**src/rtl/pps_monitor.sv**
```systemverilog
// PPS receive checker: synchronises pps_in, measures period and high width of
// each pulse, and reports lock, missing-pulse and error status.
module pps_monitor #(
  parameter int CNT_W      = 20,
  parameter int NOMINAL    = 16667,
  parameter int TOL        = 16,
  parameter int MIN_WIDTH  = 8,
  parameter int LOCK_COUNT = 3
) (
  input  logic             clk,
  input  logic             rst,
  input  logic             pps_in,
  output logic [CNT_W-1:0] period,
  output logic [CNT_W-1:0] width,
  output logic             sample_valid,
  output logic             sample_good,
  output logic             locked,
  output logic             missing,
  output logic [7:0]       err_count
);

  localparam logic [CNT_W-1:0] PER_MIN = CNT_W'(NOMINAL - TOL);
  localparam logic [CNT_W-1:0] PER_MAX = CNT_W'(NOMINAL + TOL);
  localparam logic [CNT_W-1:0] WID_MIN = CNT_W'(MIN_WIDTH);
  localparam logic [7:0]       LOCK_N  = 8'(LOCK_COUNT);

  typedef enum logic [1:0] {IDLE, TRACK, LOST} state_t;

  function automatic logic [CNT_W-1:0] sat_inc_cnt(input logic [CNT_W-1:0] v);
    return (&v) ? v : v + CNT_W'(1);
  endfunction

  function automatic logic [7:0] sat_inc8(input logic [7:0] v);
    return (&v) ? v : v + 8'd1;
  endfunction

  logic             pps_d, pps_d2;
  logic             rise, fall;
  logic [CNT_W-1:0] pcnt, wcnt;
  logic             wide_ok;
  state_t           state, state_nxt;
  logic             strobe, timeout, period_ok, good_nxt;
  logic [7:0]       streak, streak_nxt, err_nxt;

  // Synchroniser stage
  always_ff @(posedge clk or negedge rst) begin
    if (!rst) begin
      pps_d  <= 1'b0;
      pps_d2 <= 1'b0;
    end else begin
      pps_d  <= pps_in;
      pps_d2 <= pps_d;
    end
  end

  assign rise = pps_d & ~pps_d2;
  assign fall = ~pps_d & pps_d2;

  // Measurement stage: period and width counters
  always_ff @(posedge clk or negedge rst) begin
    if (!rst) begin
      pcnt    <= '0;
      wcnt    <= '0;
      width   <= '0;
      wide_ok <= 1'b0;
    end else begin
      pcnt <= rise ? CNT_W'(1) : sat_inc_cnt(pcnt);
      if (rise)        wcnt <= CNT_W'(1);
      else if (pps_d2) wcnt <= sat_inc_cnt(wcnt);
      if (fall) begin
        width   <= wcnt;
        wide_ok <= (wcnt >= WID_MIN);
      end else if (rise) begin
        wide_ok <= 1'b0;
      end
    end
  end

  always_ff @(posedge clk or negedge rst) begin
    if (!rst) state <= IDLE;
    else      state <= state_nxt;
  end

  always_comb begin
    state_nxt  = state;
    strobe     = 1'b0;
    timeout    = 1'b0;
    period_ok  = (pcnt >= PER_MIN) && (pcnt <= PER_MAX);
    good_nxt   = period_ok & wide_ok;
    case (state)
      IDLE:  if (rise) state_nxt = TRACK;
      TRACK: begin
        // A rise landing exactly on the threshold is a good period, not a timeout.
        if (rise) begin
          strobe = 1'b1;
        end else if (pcnt == PER_MAX) begin
          timeout   = 1'b1;
          state_nxt = LOST;
        end
      end
      LOST:    if (rise) state_nxt = TRACK;
      default: state_nxt = IDLE;
    endcase
    streak_nxt = streak;
    err_nxt    = err_count;
    if (strobe && good_nxt) begin
      streak_nxt = sat_inc8(streak);
    end else if (strobe || timeout) begin
      streak_nxt = 8'd0;
      err_nxt    = sat_inc8(err_count);
    end
  end

  // Verdict stage: registered outputs
  always_ff @(posedge clk or negedge rst) begin
    if (!rst) begin
      period       <= '0;
      sample_valid <= 1'b0;
      sample_good  <= 1'b0;
      streak       <= 8'd0;
      locked       <= 1'b0;
      missing      <= 1'b0;
      err_count    <= 8'd0;
    end else begin
      sample_valid <= strobe;
      streak       <= streak_nxt;
      locked       <= (streak_nxt >= LOCK_N);
      err_count    <= err_nxt;
      if (strobe) begin
        period      <= pcnt;
        sample_good <= good_nxt;
      end
      if (timeout)                     missing <= 1'b1;
      else if (state == LOST && rise)  missing <= 1'b0;
    end
  end

endmodule

```
**config.mk**
```make
export PLATFORM = sky130hd
export DESIGN_NAME = pps_monitor
export DESIGN_NICKNAME = d
export VERILOG_FILES = /design/src/rtl/pps_monitor.sv
export SDC_FILE = /design/constraint.sdc
export NUM_CORES = 1
export LEC_CHECK = 0
export ABC_AREA = 1
export ABC_CLOCK_PERIOD_IN_PS = 4200
export CAP_MARGIN = 10
export CORE_AREA = 8 8 105 107
export DETAILED_ROUTE_END_ITERATION = 10
export DIE_AREA = 0 0 113 115
export PLACE_DENSITY = 0.89
export SYNTH_ARGS = -nofsm -noshare
export SYNTH_HDL_FRONTEND = slang
export SYNTH_SLANG_ARGS = --single-unit
```
**constraint.sdc**
```tcl
create_clock -name clk -period 4.2 [get_ports clk]
set_input_delay 0.84 -clock clk [delete_from_list [all_inputs] [get_ports clk]]
set_output_delay 0.84 -clock clk [all_outputs]
set_load 0.02 [all_outputs]
```
==> results.json <==
{
  "fp.coreArea_um2": 9460,
  "cp_max_fo": 5,
  "crit_type": "reg -> out",
  "drv_cap": 0,
  "clock_path_buffers": 2,
  "drc": 0,
  "std_cell_rows": 36,
  "min_path_type": "reg -> reg",
  "hold_viol_final": 0,
  "cp-end-kind": "output port",
  "synth_warnings": 0,
  "drt_iter0_drc": 289,
  "nets": 736,
  "start_util_pct": 60.1,
  "r2r_start": "pps_d2$_DFF_PN0_",
  "cts_resized": 0,
  "ir_drop_mv": 0.283,
  "whs_ns": 0.428,
  "cts_buffers": 9,
  "cts_tree": "built",
  "antenna_found_initial": 0,
  "grt_usage_pct": 20.7,
  "first_pass_iters": 6,
  "seq_area_frac_synth_pct": 46.2,
  "synthArstFlopShare_pct": 100,
  "required_ns": 3.36,
  "rsz0062_at_grt": "no",
  "vias": 4715,
  "slew_viol_final": 0,
  "final_layout_size_suffix_gt1_share_pct": 12.3,
  "status": "finished, final reports clean",
  "cts_setup_buffers": 0,
  "post-route-util_pct": 68.8,
  "syn_nets": 686,
  "cts_htree_levels": 3,
  "power.total_mw": 2.48,
  "clock_skew_ns": 0.00989,
  "r2r_slack_ns": 1.88,
  "die_height_um": 115,
  "path_clk_slew_ns": 0.10,
  "hpwlAfterDp_mm": 9.82,
  "die-area_um2": 13000,
  "cp_top_family": "buffers and inverters",
  "arrival_ns": 1.50,
  "syn2layout_area_growth_pct": 14.4,
  "overflow": 0,
  "path_depth": 1,
  "relSlewSlack_pct": 55.1,
  "finalCritPeriodShare_pct": 55.6,
  "synth-seq-cells": 105,
  "clkSinkCount": 105,
  "synthFlopType": "dfrtp_1",
  "io_buffers": 54,
  "pwr_density_cell_nw_per_um2": 381,
  "die-width_um": 113,
  "grt_pass1_vias": 4673,
  "routedWlPerCell_um": 15.4,
  "hold_end": "pps_d2$_DFF_PN0_",
  "viasPerCell": 5.58,
  "r2r_end": "err_count[2]$_DFFE_PN0P_",
  "synthesis.instances": 676,
  "cts_root_buffer": "clkbuf_8",
  "setup_viol_count_final": 0,
  "r2r_cells": 11,
  "syn_avg_cell_area_um2": 8.41,
  "antenna_cells": 0,
  "wirelength_mm": 13.1,
  "crit_slowest_cell": "clkdlybuf4s50_1",
  "grt_first_pass_wirelength_mm": 22.0,
  "synth_area_leaders": "dfrtp_1 (46%), nand2_1 (9.6%), nand3_1 (5.3%), inv_1 (4.7%), nor2_1 (3.3%)",
  "yosys.area.top_type_share_pct": 46.2,
  "synth_top_area_cell": "dfrtp_1",
  "setup.worst_path.start": "err_count[0]$_DFFE_PN0P_",
  "max_freq_mhz": 428,
  "ys_types": 49,
  "finalCriticalPeriod_ns": 2.34,
  "gp_congestion": 0.991,
  "grt_max_degree": 55,
  "slowest_delay_ns": 0.66,
  "min_from": "pps_d$_DFF_PN0_",
  "insertion_delay_ns": 0.36,
  "fin_setup_tns_ns": 0,
  "worstHoldPathCells": 0,
  "worst_pin_slew_ns": 0.674,
  "ant_nets": 0,
  "leakage_nw": 2.95,
  "synth-edff-count": 0,
  "worstPathCellList": "clkdlybuf4s50_1",
  "synth_area_um2": 5690,
  "path_buf_inv": 1,
  "critPathLaunchType": "flip-flop",
  "nFillCells": 762,
  "hold_buffers": 0,
  "ios": 55
}
cells in the mapped netlist, types with 12 or more instances:
cell / count
nor3_1: 17
xor2_1: 16
inv_1: 71
nand3_1: 60
nand2_1: 146
dfrtp_1: 105
nor2_1: 50
o21ai_1: 13
a21oi_1: 19
nand4_1: 14
o31ai_1: 12
o21ai_0: 33
per-layer routing:
| layer | GRT usage (%) | part of all wire, % | up-vias | wire [um] |
|---|---|---|---|---|
| met2 | 36.2 | 51 | 114 | 6620 |
| met4 | 8.44 | 2.2 | 0 | 289 |
| met1 | 25.1 | 43 | 2259 | 5600 |
| met3 | 3.10 | 4.2 | 24 | 550 |
| li1 | - | - | 2318 | - |
| met5 | 0 | 0 | - | 0 |
final cells by class:
class | instances | area [um^2] | share of cell area, %
Multi-Input combinational cell | 470 | 2640 | 40.6
Sequential cell | 105 | 2630 | 40.4
Inverter | 82 | 315 | 4.85
Clock buffer | 11 | 131 | 2.02
Clock inverter | 5 | 80.1 | 1.23
Tap cell | 114 | 143 | 2.19
Timing Repair Buffer | 58 | 568 | 8.73
cells by family after synthesis:
kind of cell / Yosys count / share of synthesized area (%)
compound gates: 95 / 9.79
xor+xnor: 21 / 3.37
fa+ha+maj: 7 / 1.54
buf+inv: 101 / 7.39
flops: 105 / 46.2
mux: 3 / 0.594
simple gates: 344 / 31.1
registers in the layout (all words and copies together) (netlist names), 2 cells and up:
name	count
wcnt	20
state	2
streak	8
period	20
err_count	8
width	20
pcnt	20
how the worst max path moves through the flow:
stage | endpoint | slack [ns]
6_report | err_count[0] | 1.86
2_1_floorplan | err_count[0]$_DFFE_PN0P_ | 2.53
5_1_grt | err_count[4]$_DFFE_PN0P_ | 1.63
3_5_place_dp | err_count[4]$_DFFE_PN0P_ | 1.90
4_1_cts | err_count[0] | 1.85
3_3_place_gp | err_count[2]$_DFFE_PN0P_ | 2.01
cell usage in the layout, fill, tap and decap left out, types with 3 or more instances in the layout:
| cell type | netlist | routed |
|---|---|---|
| nor3_4 | 4 | 4 |
| clkdlybuf4s50_1 | 0 | 53 |
| buf_4 | 3 | 5 |
| a21oi_1 | 19 | 19 |
| o21ai_1 | 13 | 13 |
| o31ai_1 | 12 | 12 |
| mux2_2 | 3 | 3 |
| xor2_1 | 16 | 16 |
| o21ai_2 | 7 | 7 |
| xnor2_1 | 4 | 4 |
| nand3_2 | 5 | 5 |
| o21ai_0 | 33 | 33 |
| nor3_2 | 3 | 3 |
| nor2_1 | 50 | 50 |
| nor2_4 | 4 | 4 |
| nand3b_1 | 4 | 4 |
| nand4_1 | 14 | 14 |
| nor3b_2 | 3 | 3 |
| clkbuf_8 | 0 | 9 |
| ha_1 | 7 | 7 |
| dfrtp_1 | 105 | 105 |
| inv_2 | 7 | 7 |
| nand3_1 | 60 | 60 |
| nor3_1 | 17 | 17 |
| nand2_1 | 146 | 146 |
| nand2_4 | 4 | 4 |
| a31oi_1 | 6 | 6 |
| nand2_2 | 11 | 11 |
| nor4_1 | 4 | 4 |
| nor2_2 | 6 | 6 |
| inv_1 | 71 | 71 |
per-stage QoR:
stage               setup slack (ns)  std cells  area, um^2
finish                          1.86        845        6500
global route                    1.63        845        6500
CTS                             1.85        845        6500
detailed placement              1.90        829        6290
global placement                2.01        829        6290
floorplan                       2.53        676        5690
power by group:
part	total, mW	switching, mW	internal, mW	leakage, nW
logic	0.571	0.339	0.232	1.45
clock network	0.674	0.339	0.336	0.0995
registers	1.23	0.116	1.11	1.40
total	2.48	0.794	1.68	2.95
Power figures use the tool's default switching activity.
